**config.mk**
```make
export PLATFORM = sky130hd
export DESIGN_NAME = mem_lane_ctrl
export DESIGN_NICKNAME = d
export VERILOG_FILES = /design/src/rtl/mem_lane_ctrl.sv
export SDC_FILE = /design/constraint.sdc
export NUM_CORES = 1
export LEC_CHECK = 0
export CORE_ASPECT_RATIO = 1.25
export CORE_MARGIN = 3
export CORE_UTILIZATION = 42
export CTS_CLUSTER_SIZE = 8
export DETAILED_ROUTE_END_ITERATION = 16
export DONT_BUFFER_PORTS = 1
export PLACE_DENSITY = 0.53
export RECOVER_POWER = 100
export SLEW_MARGIN = 25
export SYNTH_ARGS = -nofsm -noshare
export SYNTH_HDL_FRONTEND = slang
export SYNTH_SLANG_ARGS = --single-unit
```
**constraint.sdc**
```tcl
create_clock -name clk -period 3.5 [get_ports clk]
set_input_delay 0.7 -clock clk [delete_from_list [all_inputs] [get_ports clk]]
set_output_delay 0.7 -clock clk [all_outputs]
set_load 0.02 [all_outputs]
```
**src/rtl/mem_lane_ctrl.sv**
```systemverilog
// Load/store sequencer between the core's request port and a word-wide,
// synchronous-read data memory: lane extraction, sign/zero extension and RMW.
module mem_lane_ctrl #(
  parameter int unsigned ADDR_W = 12
) (
  input  logic              clk,
  input  logic              rst_n,
  input  logic              req_valid,
  output logic              req_ready,
  input  logic              req_we,
  input  logic [1:0]        req_size,
  input  logic              req_unsigned,
  input  logic [ADDR_W-1:0] req_addr,
  input  logic [31:0]       req_wdata,
  output logic              rsp_valid,
  output logic [31:0]       rsp_rdata,
  output logic              rsp_err,
  output logic              mem_en,
  output logic              mem_we,
  output logic [ADDR_W-3:0] mem_addr,
  output logic [31:0]       mem_wdata,
  input  logic [31:0]       mem_rdata
);

  localparam int unsigned WA_W   = ADDR_W - 2;
  localparam int unsigned DATA_W = 32;
  localparam int unsigned HALF_W = 16;

  localparam logic [1:0] SZ_BYTE = 2'b00;
  localparam logic [1:0] SZ_HALF = 2'b01;
  localparam logic [1:0] SZ_WORD = 2'b10;
  localparam logic [1:0] SZ_ILL  = 2'b11;

  typedef enum logic [2:0] {
    S_IDLE  = 3'd0,
    S_READ  = 3'd1,
    S_CAPT  = 3'd2,
    S_WRITE = 3'd3,
    S_RESP  = 3'd4
  } state_t;

  state_t              state_q, state_d;

  // Request fields latched at accept
  logic                we_q, we_d;
  logic [1:0]          size_q, size_d;
  logic                uns_q, uns_d;
  logic [1:0]          off_q, off_d;
  logic [HALF_W-1:0]   wdata_q, wdata_d;

  // Registered outputs
  logic                req_ready_q, req_ready_d;
  logic                rsp_valid_q, rsp_valid_d;
  logic [DATA_W-1:0]   rsp_rdata_q, rsp_rdata_d;
  logic                rsp_err_q, rsp_err_d;
  logic                mem_en_q, mem_en_d;
  logic                mem_we_q, mem_we_d;
  logic [WA_W-1:0]     mem_addr_q, mem_addr_d;
  logic [DATA_W-1:0]   mem_wdata_q, mem_wdata_d;

  logic                req_err_c;
  logic [7:0]          lane_byte_c;
  logic [HALF_W-1:0]   lane_half_c;
  logic [DATA_W-1:0]   load_ext_c;
  logic [DATA_W-1:0]   merged_c;

  // Misaligned or illegal-size requests never touch memory
  always_comb begin
    req_err_c = 1'b0;
    case (req_size)
      SZ_HALF: req_err_c = req_addr[0];
      SZ_WORD: req_err_c = (req_addr[1:0] != 2'b00);
      SZ_ILL:  req_err_c = 1'b1;
      default: req_err_c = 1'b0;
    endcase
  end

  // Lane extraction and extension of the word captured from memory
  always_comb begin
    lane_byte_c = mem_rdata[{off_q, 3'b000} +: 8];
    lane_half_c = mem_rdata[{off_q[1], 4'b0000} +: HALF_W];
    case (size_q)
      SZ_BYTE: load_ext_c = {{24{lane_byte_c[7] & ~uns_q}}, lane_byte_c};
      SZ_HALF: load_ext_c = {{16{lane_half_c[15] & ~uns_q}}, lane_half_c};
      default: load_ext_c = mem_rdata;
    endcase
  end

  // Read-modify-write merge: old word with the addressed lane(s) replaced
  always_comb begin
    merged_c = mem_rdata;
    if (size_q == SZ_BYTE) begin
      merged_c[{off_q, 3'b000} +: 8] = wdata_q[7:0];
    end else begin
      merged_c[{off_q[1], 4'b0000} +: HALF_W] = wdata_q;
    end
  end

  always_comb begin
    state_d     = state_q;
    we_d        = we_q;
    size_d      = size_q;
    uns_d       = uns_q;
    off_d       = off_q;
    wdata_d     = wdata_q;
    mem_addr_d  = mem_addr_q;
    rsp_rdata_d = '0;
    rsp_err_d   = 1'b0;
    mem_wdata_d = '0;

    case (state_q)
      S_IDLE: begin
        if (req_valid) begin
          we_d       = req_we;
          size_d     = req_size;
          uns_d      = req_unsigned;
          off_d      = req_addr[1:0];
          wdata_d    = req_wdata[HALF_W-1:0];
          mem_addr_d = req_addr[ADDR_W-1:2];
          if (req_err_c) begin
            state_d   = S_RESP;
            rsp_err_d = 1'b1;
          end else if (req_we && (req_size == SZ_WORD)) begin
            state_d     = S_WRITE;
            mem_wdata_d = req_wdata;
          end else begin
            state_d = S_READ;
          end
        end
      end
      S_READ: state_d = S_CAPT;
      S_CAPT: begin
        if (we_q) begin
          state_d     = S_WRITE;
          mem_wdata_d = merged_c;
        end else begin
          state_d     = S_RESP;
          rsp_rdata_d = load_ext_c;
        end
      end
      S_WRITE: state_d = S_RESP;
      S_RESP:  state_d = S_IDLE;
      default: state_d = S_IDLE;
    endcase

    // Moore strobes follow the state being entered
    req_ready_d = (state_d == S_IDLE);
    rsp_valid_d = (state_d == S_RESP);
    mem_en_d    = (state_d == S_READ) || (state_d == S_WRITE);
    mem_we_d    = (state_d == S_WRITE);
  end

  always_ff @(posedge clk) begin
    if (!rst_n) begin
      state_q     <= S_IDLE;
      we_q        <= 1'b0;
      size_q      <= 2'b00;
      uns_q       <= 1'b0;
      off_q       <= 2'b00;
      wdata_q     <= '0;
      req_ready_q <= 1'b1;
      rsp_valid_q <= 1'b0;
      rsp_rdata_q <= '0;
      rsp_err_q   <= 1'b0;
      mem_en_q    <= 1'b0;
      mem_we_q    <= 1'b0;
      mem_addr_q  <= '0;
      mem_wdata_q <= '0;
    end else begin
      state_q     <= state_d;
      we_q        <= we_d;
      size_q      <= size_d;
      uns_q       <= uns_d;
      off_q       <= off_d;
      wdata_q     <= wdata_d;
      req_ready_q <= req_ready_d;
      rsp_valid_q <= rsp_valid_d;
      rsp_rdata_q <= rsp_rdata_d;
      rsp_err_q   <= rsp_err_d;
      mem_en_q    <= mem_en_d;
      mem_we_q    <= mem_we_d;
      mem_addr_q  <= mem_addr_d;
      mem_wdata_q <= mem_wdata_d;
    end
  end

  assign req_ready = req_ready_q;
  assign rsp_valid = rsp_valid_q;
  assign rsp_rdata = rsp_rdata_q;
  assign rsp_err   = rsp_err_q;
  assign mem_en    = mem_en_q;
  assign mem_we    = mem_we_q;
  assign mem_addr  = mem_addr_q;
  assign mem_wdata = mem_wdata_q;

endmodule

```
==> results_dict.tcl <==
set metrics [dict create \
    skew_ps 7.27 \
    path_delay_family "buffers and inverters" \
    tightest_slew_ps 1100 \
    wl_per_cell_um 21.8 \
    die-area_mm2 0.0129 \
    wirelength_um 13800 \
    rsz0062_at_grt "false" \
    worst-r2r-cell-count 7 \
    worstHoldStart "req_wdata[18]" \
    finalMaxSlewViolations 0 \
    final_cells 633 \
    reg2reg_to "mem_wdata[4]" \
    drc_errors 0 \
    relSlewSlack_pct 26.9 \
    gp_congestion 0.846 \
    grt_max_degree 66 \
    clock_latency_ps 340 \
    cts_setup_buffers 0 \
    synthSimpleGateAreaFrac_pct 13.9 \
    wl_met1_um 5560 \
    power_density_mw_per_mm2 539 \
    antenna_found_initial 0 \
    critPathLaunchType "flip-flop" \
    final.period_utilization_pct 78.7 \
    cts_max_path_buffers 2 \
    num_rows 43 \
    grt_pass1_wl_um 21600 \
    crit_type "reg2reg" \
    timing.fmax_mhz 363 \
    ios 162 \
    setup_viol 0 \
    hpwlAfterDp_um 10200 \
    worstHoldPathType "in2reg" \
    arrival_ps 3000 \
    p_leak_nw 1.84 \
    die_x_um 102 \
    status "finished, final reports clean" \
    ir_worst_vdd_v 0.000219 \
    vias_per_cell 6.04 \
    cpPeakStageDelay_ps 650 \
    critPathRequiredTime_ps 3750 \
    fin_setup_tns_ps 0 \
    cp_num_buf_inv 2 \
    synth_fa_ha_area_share_pct 1.29 \
    cts_resized 0 \
    grt_pass1_vias 3869 \
    synth_compound_area_share_pct 28.3 \
    end_kind "flip-flop" \
    start_util_pct 43.3 \
    diodes 0 \
    crit_slowest_cell "dfxtp_1" \
    cp_cell_sequence "clkinv_1 -> ha_1 -> nor4bb_1 -> clkbuf_1 -> a221oi_1 -> a211o_1 -> o21ai_0" \
    synth_flop_cell "dfxtp_1" \
    synth_mux_area_share_pct 8.50 \
    final_core_util_pct 46.4 \
    top_layer "met4" \
    vias 3822 \
    min_to "mem_wdata[18]" \
    ys_seq_area_share_pct 43.0 \
    root_buffer "clkbuf_16" \
    syn-num-nets 604 \
    nNetsFinal 581 \
    dp.cells 617 \
    netlist_instances 516 \
    initialDrtViolationCount 234 \
    path_clk_slew_ps 70 \
    min_path_cells 1 \
    clock_sinks 104 \
    synth_xor_area_share_pct 0 \
    cap_violations 0 \
    synth.distinct_cells 46 \
    met3_length_um 1220 \
    area_growth_pct 7.18 \
    cts_made_buffers 9 \
    dr_wl_met2_um 6600 \
    io_buffer_count 0 \
    drtPass1Iterations 4 \
    reg2reg_from "off_q[1]" \
    ys_warn_count 0 \
    core_area_mm2 0.0112 \
    rrSetupSlack_ps 750 \
    min_period_ps 2750 \
    synth-edff-count 0 \
    gr-usage-all-layers_pct 21.7 \
    overflow 0 \
    htree_levels 3 \
    synth_area_mm2 0.00484 \
    die_h_um 126 \
    synth-async-reset-ratio_pct 0 \
    avgSynthCellArea_um2 9.38 \
    synth_top_family_by_area "compound AO/OA/AOI/OAI gates" \
    drive_gt1_share_pct 7.23 \
    ant_nets 0 \
    ys_ff_latch 104 \
    holdBufCountCts 0 \
    worst-path-max-fanout 11 \
    tritoncts "built" \
    hold_violations 0 \
]
## Yosys cell counts, drive strengths merged, types with 15 or more instances
cell | instances | share of area, %
dfxtp | 104 | 43
nand2 | 87 | 6.8
a21oi | 47 | 4.9
mux2i | 40 | 8.3
a21boi | 33 | 5.1
buf | 22 | 2.9
clkbuf | 19 | 1.5
o21ai | 18 | 1.9
a221o | 17 | 3.5
a22o | 17 | 3.1
a211o | 16 | 2.9
a221oi | 15 | 2.7
## worst max-delay path by stage
stage / startpoint / endpoint / slack (ps) / cells after the start
floorplan: off_q[1] / mem_wdata[5] / 1390 / 8
global placement: off_q[1] / mem_wdata[19] / 1030 / 6
detailed placement: off_q[1] / mem_wdata[16] / 1020 / 6
CTS: off_q[1] / mem_wdata[16] / 1000 / 6
global route: off_q[1] / mem_wdata[5] / 560 / 7
finish: off_q[1] / mem_wdata[4] / 750 / 7
## metal layers
layer	GRT usage, %	vias up
li1	-	1856
met1	26.5	1791
met2	34.3	155
met3	6.48	20
met4	10.7	0
met5	0	-
## state kept, by name, summed over array words and instances, names as in the netlist
signal     cells
mem_we         1
rsp_valid      1
mem_en         1
rsp_err        1
uns_q          1
state_q        3
we_q           1
mem_addr      10
req_ready      1
size_q         2
wdata_q       16
rsp_rdata     32
mem_wdata     32
off_q          2
## cells in the final DEF, fill, tap and decap left out, types with 2 or more instances in the layout
cell type / netlist / layout
a211o_1: 16 / 16
a21boi_0: 26 / 32
a21oi_1: 47 / 47
a221o_1: 17 / 17
a221oi_1: 15 / 15
a22o_1: 17 / 17
buf_4: 4 / 5
bufinv_16: 0 / 3
clkbuf_1: 19 / 2
clkbuf_16: 0 / 9
clkbuf_8: 0 / 3
clkinv_1: 3 / 3
dfxtp_1: 104 / 104
ha_1: 5 / 5
inv_1: 5 / 5
mux2i_1: 40 / 40
nand2_1: 86 / 86
nand2b_1: 10 / 10
nor2_1: 5 / 5
nor2b_1: 9 / 9
nor3_1: 9 / 9
o21ai_0: 17 / 18
o221a_2: 7 / 7
o311a_1: 7 / 7
or3_1: 2 / 2
## per-stage QoR
stage	setup WS (ps)	cell area [um2]	power (mW)	hold slack, ps
after floorplan	1390	4840	1.59	447
after global placement	1030	4850	1.65	485
after detailed placement	1020	4860	1.66	491
after CTS	999	5220	2.85	467
after global routing	555	5190	2.93	470
final	746	5190	2.80	485
## power by group
group | internal, mW | total, mW | switching, mW
combinational | 0.126 | 0.323 | 0.197
clock | 0.758 | 1.18 | 0.421
sequential | 1.22 | 1.30 | 0.0752
## worst register-to-register path, cell delays in order (launching register included)
cell      delay, ps
dfxtp_1         650
clkinv_1        440
ha_1            460
nor4bb_1        270
clkbuf_1        310
a221oi_1        130
a211o_1         300
o21ai_0         100
## cells by family after synthesis
group	after synthesis
multiplexers	41
buffers and inverters	49
flip-flops	104
adder cells (fa/ha/maj)	5
AO/OA/AOI/OAI	182
AND/OR/NAND/NOR	135
## area by class of cell
type / count / area (um2)
inverters: 8 / 30.0
fillers: 1117 / 6000
well taps: 135 / 169
flip-flops and latches: 104 / 2080
clock buffers: 12 / 267
clock inverters: 4 / 98.8
multi-input cells: 363 / 2500
repair buffers: 7 / 45.0
Note: power is estimated with default switching activity, not from simulation.
